<file path="src/rtl/obs_trace_capture_if.sv">
// Capture-side bus of obs_trace_capture: arm/stop control, observation strobe,
// the sampled DUT bus and the trace drain stream with its status outputs.
interface obs_trace_capture_if #(
  parameter int DATA_W  = 8,
  parameter int STAMP_W = 32,
  parameter int DEPTH   = 16
);
  localparam int LVL_W = $clog2(DEPTH) + 1;

  logic                       start;
  logic                       stop;
  logic                       obs;
  logic [DATA_W-1:0]          data_in;
  logic                       trace_valid;
  logic                       trace_ready;
  logic [STAMP_W+DATA_W-1:0]  trace_data;
  logic [LVL_W-1:0]           fifo_level;
  logic [15:0]                sample_cnt;
  logic [15:0]                drop_cnt;
  logic [1:0]                 state;
  logic                       done;

  modport master (
    output start, stop, obs, data_in, trace_ready,
    input  trace_valid, trace_data, fifo_level, sample_cnt, drop_cnt, state, done
  );

  modport slave (
    input  start, stop, obs, data_in, trace_ready,
    output trace_valid, trace_data, fifo_level, sample_cnt, drop_cnt, state, done
  );
endinterface

</file>
<file path="src/rtl/obs_trace_capture.sv">
// Stamps and buffers DUT output samples taken on the observation strobe, then
// drains them over a valid/ready stream; one arm/stop run yields one trace.
module obs_trace_capture #(
  parameter int DATA_W      = 8,
  parameter int STAMP_W     = 32,
  parameter int DEPTH       = 16,
  parameter int MAX_SAMPLES = 256
) (
  input  logic               clk,
  input  logic               reset,
  obs_trace_capture_if.slave bus
);
  localparam int PTR_W = $clog2(DEPTH);
  localparam int LVL_W = PTR_W + 1;
  localparam int ENT_W = STAMP_W + DATA_W;
  localparam logic [LVL_W-1:0] FULL_LVL = LVL_W'(DEPTH);
  localparam logic [31:0]      MAX_U    = 32'(MAX_SAMPLES);

  localparam logic [1:0] S_IDLE    = 2'd0;
  localparam logic [1:0] S_ARMED   = 2'd1;
  localparam logic [1:0] S_CAPTURE = 2'd2;
  localparam logic [1:0] S_DRAIN   = 2'd3;

  logic [1:0]         state_q, state_d;
  logic [STAMP_W-1:0] stamp_q, stamp_d;
  logic [PTR_W-1:0]   wr_ptr_q, wr_ptr_d, rd_ptr_q, rd_ptr_d;
  logic [LVL_W-1:0]   level_q, level_d;
  logic [15:0]        sample_cnt_q, sample_cnt_d, drop_cnt_q, drop_cnt_d;
  logic               done_q, done_d;
  logic [ENT_W-1:0]   mem_q [DEPTH];

  logic               capturing_s, pop_s, push_s, drop_s, cap_limit_s;
  logic [15:0]        sample_inc_s, drop_inc_s;

  // Handshake decode; a full FIFO still accepts a push when the head leaves.
  always_comb begin
    capturing_s  = (state_q == S_ARMED) || (state_q == S_CAPTURE);
    pop_s        = (level_q != {LVL_W{1'b0}}) && bus.trace_ready;
    push_s       = capturing_s && bus.obs && ((level_q != FULL_LVL) || pop_s);
    drop_s       = capturing_s && bus.obs && !push_s;
    sample_inc_s = (push_s && (sample_cnt_q != 16'hFFFF)) ? sample_cnt_q + 16'd1 : sample_cnt_q;
    drop_inc_s   = (drop_s && (drop_cnt_q != 16'hFFFF)) ? drop_cnt_q + 16'd1 : drop_cnt_q;
    cap_limit_s  = {16'd0, sample_inc_s} >= MAX_U;
  end

  // FIFO pointer and occupancy update.
  always_comb begin
    wr_ptr_d = push_s ? wr_ptr_q + PTR_W'(1) : wr_ptr_q;
    rd_ptr_d = pop_s ? rd_ptr_q + PTR_W'(1) : rd_ptr_q;
    case ({push_s, pop_s})
      2'b10:   level_d = level_q + LVL_W'(1);
      2'b01:   level_d = level_q - LVL_W'(1);
      default: level_d = level_q;
    endcase
  end

  // Run control; the start cycle itself is stamp 0, so the next cycle is 1.
  always_comb begin
    state_d      = state_q;
    stamp_d      = stamp_q;
    sample_cnt_d = sample_inc_s;
    drop_cnt_d   = drop_inc_s;
    done_d       = 1'b0;
    case (state_q)
      S_IDLE: begin
        if (bus.start) begin
          state_d      = S_ARMED;
          stamp_d      = STAMP_W'(1);
          sample_cnt_d = 16'd0;
          drop_cnt_d   = 16'd0;
        end else begin
          state_d = S_IDLE;
        end
      end
      S_ARMED, S_CAPTURE: begin
        stamp_d = stamp_q + STAMP_W'(1);
        if (bus.stop || cap_limit_s) begin
          state_d = S_DRAIN;
        end else if (bus.obs) begin
          state_d = S_CAPTURE;
        end else begin
          state_d = state_q;
        end
      end
      S_DRAIN: begin
        if (level_q == {LVL_W{1'b0}}) begin
          state_d = S_IDLE;
          done_d  = 1'b1;
        end else begin
          state_d = S_DRAIN;
        end
      end
      default: state_d = S_IDLE;
    endcase
  end

  // Control and status registers.
  always_ff @(posedge clk or posedge reset) begin
    if (reset) begin
      state_q      <= S_IDLE;
      stamp_q      <= {STAMP_W{1'b0}};
      wr_ptr_q     <= {PTR_W{1'b0}};
      rd_ptr_q     <= {PTR_W{1'b0}};
      level_q      <= {LVL_W{1'b0}};
      sample_cnt_q <= 16'd0;
      drop_cnt_q   <= 16'd0;
      done_q       <= 1'b0;
    end else begin
      state_q      <= state_d;
      stamp_q      <= stamp_d;
      wr_ptr_q     <= wr_ptr_d;
      rd_ptr_q     <= rd_ptr_d;
      level_q      <= level_d;
      sample_cnt_q <= sample_cnt_d;
      drop_cnt_q   <= drop_cnt_d;
      done_q       <= done_d;
    end
  end

  // Sample storage; unreset because the head is masked while the FIFO is empty.
  always_ff @(posedge clk) begin
    if (push_s) begin
      mem_q[wr_ptr_q] <= {stamp_q, bus.data_in};
    end
  end

  assign bus.trace_valid = (level_q != {LVL_W{1'b0}});
  assign bus.trace_data  = bus.trace_valid ? mem_q[rd_ptr_q] : {ENT_W{1'b0}};
  assign bus.fifo_level  = level_q;
  assign bus.sample_cnt  = sample_cnt_q;
  assign bus.drop_cnt    = drop_cnt_q;
  assign bus.state       = state_q;
  assign bus.done        = done_q;
endmodule
</file>
<file path="src/flat_wrapper.sv">
// flat-port wrapper written by rule: the top's interface ports become plain ports
module obs_trace_capture_flat 
#(
  parameter int DATA_W      = 8,
  parameter int STAMP_W     = 32,
  parameter int DEPTH       = 16,
  parameter int MAX_SAMPLES = 256
)
  (clk, reset, bus_start, bus_stop, bus_obs, bus_data_in, bus_trace_ready, bus_trace_valid, bus_trace_data, bus_fifo_level, bus_sample_cnt, bus_drop_cnt, bus_state, bus_done);
  obs_trace_capture_if #(.DATA_W(DATA_W), .STAMP_W(STAMP_W), .DEPTH(DEPTH)) bus_i ();
  input  logic clk;
  input  logic reset;
  input wire logic [$bits(bus_i.start)-1:0] bus_start;
  input wire logic [$bits(bus_i.stop)-1:0] bus_stop;
  input wire logic [$bits(bus_i.obs)-1:0] bus_obs;
  input wire logic [$bits(bus_i.data_in)-1:0] bus_data_in;
  input wire logic [$bits(bus_i.trace_ready)-1:0] bus_trace_ready;
  output wire logic [$bits(bus_i.trace_valid)-1:0] bus_trace_valid;
  output wire logic [$bits(bus_i.trace_data)-1:0] bus_trace_data;
  output wire logic [$bits(bus_i.fifo_level)-1:0] bus_fifo_level;
  output wire logic [$bits(bus_i.sample_cnt)-1:0] bus_sample_cnt;
  output wire logic [$bits(bus_i.drop_cnt)-1:0] bus_drop_cnt;
  output wire logic [$bits(bus_i.state)-1:0] bus_state;
  output wire logic [$bits(bus_i.done)-1:0] bus_done;
  assign bus_i.start = bus_start;
  assign bus_i.stop = bus_stop;
  assign bus_i.obs = bus_obs;
  assign bus_i.data_in = bus_data_in;
  assign bus_i.trace_ready = bus_trace_ready;
  assign bus_trace_valid = bus_i.trace_valid;
  assign bus_trace_data = bus_i.trace_data;
  assign bus_fifo_level = bus_i.fifo_level;
  assign bus_sample_cnt = bus_i.sample_cnt;
  assign bus_drop_cnt = bus_i.drop_cnt;
  assign bus_state = bus_i.state;
  assign bus_done = bus_i.done;
  obs_trace_capture #(.DATA_W(DATA_W), .STAMP_W(STAMP_W), .DEPTH(DEPTH), .MAX_SAMPLES(MAX_SAMPLES)) u_core (.clk(clk), .reset(reset), .bus(bus_i));
endmodule
</file>
<file path="config.mk">
export PLATFORM = sky130hd
export DESIGN_NAME = obs_trace_capture_flat
export DESIGN_NICKNAME = d
export VERILOG_FILES = /design/src/rtl/obs_trace_capture_if.sv /design/src/rtl/obs_trace_capture.sv /design/src/flat_wrapper.sv
export SDC_FILE = /design/constraint.sdc
export NUM_CORES = 1
export LEC_CHECK = 0
export ABC_CLOCK_PERIOD_IN_PS = 6650
export BUFFER_PORTS_ARGS = -buffer_cell sky130_fd_sc_hd__buf_2
export CORE_MARGIN = 8
export CORE_UTILIZATION = 45
export DETAILED_ROUTE_END_ITERATION = 7
export GPL_ROUTABILITY_DRIVEN = 1
export PLACE_DENSITY = 0.58
export SETUP_SLACK_MARGIN = 0.05
export SLEW_MARGIN = 25
export SYNTH_ARGS = -nofsm -noshare
export SYNTH_HDL_FRONTEND = slang
export SYNTH_SLANG_ARGS = --single-unit
</file>
<file path="constraint.sdc">
create_clock -name clk -period 6.65 [get_ports clk]
set_clock_uncertainty 0.05 [all_clocks]
set_input_delay 0 -clock clk [delete_from_list [all_inputs] [get_ports clk]]
set_output_delay 0 -clock clk [all_outputs]
set_load 0.03 [all_outputs]
</file>
Word level (Yosys, flattened, before mapping)
Memories as Yosys holds them, arrays and structs flattened.
Cells that the tools add are included.
{ "totals": {"reg_bits": 80, "output_inout_bits": 81, "ram_bits": 640, "elab_cells": 63, "in_bits": 14, "mem_count": 1} }
{ "mem_list": {"columns": ["name", "depth", "word_bits", "rd", "rd_clocked_by_memory_dff", "write_ports", "line_no", "source"], "rows": [
  ["u_core.mem_q", 16, 40, 1, 0, 1, "obs_trace_capture.sv:30", "logic [ENT_W-1:0] mem_q [DEPTH];"]
]} }
{ "classes": {"eq_ne": 10, "n_mux": 19, "addsub": 7, "magnitude_cmp": 1, "n_reduce_logical": 17} }
{ "ops": {"columns": ["operator", "n"], "rows": [
  ["two-way mux 16 bit", 6],
  ["case mux 32 bit (2 select lines)", 1],
  ["two-way mux 40 bit", 1],
  ["adder 16 x 1 -> 16 bit (second input constant)", 2],
  ["adder 32 x 1 -> 32 bit (second input constant)", 1],
  ["two-way mux 32 bit", 1],
  ["inequality test 16 bit (second input constant)", 2],
  ["greater-or-equal comparator 16 x 9 -> 1 bit (second input constant)", 1],
  ["case mux 5 bit (2 select lines)", 1],
  ["adder 4 x 1 -> 4 bit (second input constant)", 2],
  ["== test 2 bit (second input constant)", 3],
  ["logical AND 1 bit", 6],
  ["two-way mux 2 bit", 3],
  ["case mux 2 bit (3 select lines)", 1],
  ["adder 5 x 1 -> 5 bit (second input constant)", 1],
  ["logical NOT 5 bit", 1],
  ["two-way mux 1 bit", 5],
  ["inequality test 5 bit (second input constant)", 1],
  ["nonzero test 5 bit", 1],
  ["subtractor 5 x 1 -> 5 bit (second input constant)", 1],
  ["== test 2 x 1 -> 1 bit (second input constant)", 2],
  ["nonzero test 2 bit", 2],
  ["logical OR 1 bit", 3],
  ["inequality test 3 x 2 -> 1 bit (second input constant)", 1],
  ["other kinds (5)", 5]
]} }

Longest topological paths before layout
{ "logic_depth": {"ltp_word": 10, "ltp_mapped": 12} }

Worst setup path before layout
Ideal clock, no wire load.
{ "synth_timing": {"path_kind": "reg2reg", "from": "register u_core.state_q[0] (netlist: u_core.bus.state[0])", "to": "memory u_core.mem_q[3][0] (netlist bit) (enable)", "t_required_ps": 6113, "synth_period_minus_slack_ps": 5217, "setup_time_ps": 487, "arrival_ps": 4680, "setup_slack_ps": 1433, "path_stages_with_launch": 9, "cell_sequence": "dfrtp_1 -> inv_1 -> ha_1 -> buf_2 -> nand2_1 -> a21oi_1 -> clkbuf_1 -> nand2_1 -> nor3_1"} }
{ "synth_between": {"elab_chain_cells": 6, "word_cells_on_any_way": 7, "classes_between": "eq/ne (2); mux (2); reduce/logical (3)"} }
{ "synth_rtl": {"columns": ["element", "line_no", "source"], "rows": [
  ["from (decl)", "obs_trace_capture.sv:24", "logic [1:0] state_q, state_d;"],
  ["from (signal assigned)", "obs_trace_capture.sv:109", "state_q <= state_d;"],
  ["== test 2 x 1 -> 1 bit or == test 2 bit (tied branches)", "obs_trace_capture.sv:37", "capturing_s = (state_q == S_ARMED) || (state_q == S_CAPTURE);"],
  ["logical OR 1 bit (*)", "obs_trace_capture.sv:37", null],
  ["logical AND 1 bit (*) (2 in series)", "obs_trace_capture.sv:39", "push_s = capturing_s && bus.obs && ((level_q != FULL_LVL) || pop_s);"],
  ["two-way mux 1 bit (*)", "obs_trace_capture.sv:122", "if (push_s) begin"],
  ["two-way mux 1 bit (implied by the code) (*)", "obs_trace_capture.sv:123", "mem_q[wr_ptr_q] <= {stamp_q, bus.data_in};"],
  ["to (decl)", "obs_trace_capture.sv:30", null]
]} }
Mark *: on every way between the ends. The rest lies on a longest branch, timed or not.

Worst setup path after layout
{ "layout_timing": {"from": "register u_core.rd_ptr_q[0]", "to": "output port bus_trace_data[12]"} }
{ "layout_between": {"elab_chain_cells": 2} }
{ "layout_rtl": {"columns": ["element", "line_no", "source"], "rows": [
  ["from (decl)", "obs_trace_capture.sv:26", "logic [PTR_W-1:0] wr_ptr_q, wr_ptr_d, rd_ptr_q, rd_ptr_d;"],
  ["from (signal assigned)", "obs_trace_capture.sv:103", "rd_ptr_q <= {PTR_W{1'b0}};"],
  ["from (signal assigned)", "obs_trace_capture.sv:112", "rd_ptr_q <= rd_ptr_d;"],
  ["memory (16 x 40 bit)", null, null],
  ["two-way mux 40 bit", "obs_trace_capture.sv:128", "assign bus.trace_data = bus.trace_valid ? mem_q[rd_ptr_q] : {ENT_W{1'b0}};"],
  ["to (decl)", "flat_wrapper.sv:19", "output wire logic [$bits(bus_i.trace_data)-1:0] bus_trace_data;"]
]} }
No other way between the ends.

==> key figures <==
Placement
  – Placed cells: 2305
  – Port bufs: 94
  – Post-DP HPWL: 35.4 mm
  – Placer Congestion: 0.791
  – Setup WS pre-CTS: slightly above 3 ns

Detailed routing
  – Met3 routed WL: 3.23 mm
  – Met1 WL: around 29 mm
  – DRC viols: 0
  – Vias per cell: 5.63
  – Routed Antenna Nets: 0
  – Highest routing layer actually used: met4
  – DR vias: 13.8k
  – Total Wirelength: 63.5 mm
  – First DRT Iteration DRCs: 1125
  – Metal2 WL: just over 30 mm
  – Pre-antenna DRT Iters: 5
  – DR WL/cell: around 26 um

Finish
  – Reg area: about 21000 um2
  – Area grow syn2layout: 14.8%
  – Fin util: 0.521
  – Net count, final: roughly 1.6k
  – Final std cells w/o fill: 2455
  – Filler cells: between 5k and 6k
  – Multi-input combinational cell area: about 7100 um2
  – Layout cells sized above 1: 0.283

Setup path
  – Max FO, Critical Path: 44
  – Reg2reg path depth: 8
  – Setup crit start kind: flop
  – Crit path capture type: output pin
  – Critical path class: reg -> out
  – Critical Path AT: between 3 and 4 ns
  – CP required: ~6.6 ns

Clocking
  – H-tree depth: 3
  – CTS root buffer: clkbuf_16
  – # Post-CTS Setup Buffers: 0
  – Clock buffer depth: 3
  – CTS sink count: approximately 700
  – TritonCTS buffer count: 75
  – CTS tree: built
  – Worst skew pair latency: around 0.60 ns
  – # resized after CTS: 0
  – Clock-pin slew on the worst setup and hold paths: 0.06 ns

Timing
  – RSZ-0062 raised after global routing: no
  – Max-slew headroom: 0.400
  – Worst Setup Slack, final: 2.68 ns
  – Worst slew pin tran: 0.888 ns
  – Final hold vios: 0
  – Endpoints failing setup: 0
  – Minimum clock period: slightly below 4 ns
  – Slew Limit Fails: 0
  – Fin crit share: 0.597
  – Setup Total Neg Slack: 0 ns
  – Fmax: about 250 MHz

Synthesis
  – Post-Synth Simple-Gate Area: 0.0479
  – Cells after synthesis: 1406
  – Register area share after synthesis: 0.744
  – Yosys reg bits: 720
  – Synth top area share: 0.673
  – Post-Syn Area per Cell: approximately 20 um2
  – Synth Area in Compound Gates: 0.00925
  – Post-synthesis mux area share: 0.163
  – Ranking of synthesized cells by area: edfxtp_1, mux4_2, dfrtp_1
  – Top-count cell post-synth: edfxtp_1
  – Library cells used by synthesis: 46
  – FFs w/ async S/R, synth: 0.111
  – Xor/xnor cell area share of the yosys netlist: 0.0178
  – EDFF count, synth: between 600 and 700
  – Post-synth top area cell: edfxtp_1
  – Synth Flop Type: edfxtp_1
  – Main combinational cell family by area after synthesis: multiplexers
  – YS warnings: 0
  – Top cells by count, synth: edfxtp_1, mux4_2, dfrtp_1, nor2_1, clkbuf_1
  – Adder-Cell Fraction of Synth Area: 0.00640
  – Net Count, Synth: 1434
  – Cell area after synthesis: 28500 um2

Floorplan
  – IO Count: 95
  – Core Region: about 63000 um2
  – Die area: 71700 um2
  – Initial Utilization: 0.454
  – Die W: around 270 um
  – Die Ht: roughly 270 um
  – Num rows: 92

Global route
  – Initial antenna violation count: 2
  – Total Routing Usage GR: 0.179
  – Pin count of the biggest net entering global routing: about 120
  – Grt total ovfl: 0
  – Vias in the first global route: between 10k and 15k
  – First-pass GRT wire length: 95.2 mm

Pwr
  – Switching share of power: 0.312
  – Sequential fraction of design power: 0.415
  – LEAKAGE: between 10 and 15 nW
  – Peak VDD IR: a little under 0.3 mV
  – Internal: 0.00953 W
  – Power share of the combinational group: 0.289
  – Pwr Total: ~0.014 W
  – Fraction of power consumed by the clock network: 0.296
  – PwrDens: ~420 nW/um2
  – Switching power: 0.00432 W

Min path
  – Min-Delay Path Class: in -> reg
  – Hold path cells: 4

Job
  – Max-cap violation count: 0

Run status
  – Status: finished, final reports clean
[flip-flops by register name (all words and copies together) (netlist names), 2 cells and up]
register               flops
u_core.bus.fifo_level      5
u_core.stamp_q            32
u_core.rd_ptr_q            4
u_core.bus.sample_cnt     16
u_core.bus.state           2
u_core.mem_q             640
u_core.wr_ptr_q            4
u_core.bus.drop_cnt       16
[timing repair]
action,CTS,global route
hold buffers,15,0
endpoints found under the setup margin,0,0
hold endpoints to repair,179,0
[stage by stage]
step                hold WS, ns  instance area, um2
floorplan                0.0489               28500
global placement        0.00824               30200
detailed placement       0.0176               30200
CTS                       0.183               32800
global route              0.225               32800
finish                    0.228               32800
[cell type report]
type / instances / area share
antenna: 1 / 0.0000764
clock inverter: 31 / 0.00909
inverter: 17 / 0.00199
sequential: 720 / 0.648
timing repair buffer: 139 / 0.0272
multi-input combinational: 598 / 0.216
clock buffer: 103 / 0.0646
tap: 846 / 0.0323
[worst max-delay path, cell delays in order (launching register included)]
cell and delay [ns]:
dfrtp_4 0.95, buf_4 0.79, mux4_2 0.66, mux4_2 0.51
and2_1 0.17, buf_2 0.17
[cells by family after synthesis]
group,count (synthesis)
AND/OR/NAND/NOR,269
adder cells (fa/ha/maj),14
AO/OA/AOI/OAI,43
multiplexers,214
buffers and inverters,88
flip-flops,720
XOR/XNOR,58
[power groups by stage]
stage	logic [W]	clock network (W)	registers [W]
after global routing	0.00430	0.00437	0.00580
after CTS	0.00412	0.00421	0.00576
after global placement	0.00401	0	0.00589
final	0.00400	0.00411	0.00574
after floorplan	0.00298	0	0.00563
after detailed placement	0.00409	0	0.00585
[worst paths after layout]
path	startpoint	to	slack, ns
worst max-delay path	u_core.rd_ptr_q[0]	bus_trace_data[12]	2.68
worst min-delay path	bus_trace_ready	u_core.rd_ptr_q[2]	0.23
worst max register to register	u_core.bus.state[0]	u_core.mem_q[11][19]	3.10
worst min register to register	u_core.rd_ptr_q[3]	u_core.rd_ptr_q[3]	0.41
max in group asynchronous	reset	u_core.rd_ptr_q[2]	4.94
min in group asynchronous	reset	u_core.bus.drop_cnt[14]	0.48
[per-layer routing]
layer / track usage / vias up
li1: - / 5996
met1: 0.258 / 7412
met2: 0.286 / 358
met3: 0.0295 / 63
met4: 0.0439 / 0
met5: 0 / -
[cells in the final DEF (no fill, tap or decap), types with 15 or more instances in the layout]
master	count
clkbuf_16	79
xor2_1	24
nand4_1	16
and2_1	46
mux4_2	200
buf_2	94
clkbuf_1	19
dlygate4sd3_1	15
nor2_1	64
nand2_1	38
buf_4	27
dfrtp_1	76
nand3_1	27
xnor2_1	34
inv_1	16
edfxtp_1	640
a21oi_1	15
No activity file was read; power rests on OpenSTA's default activity.
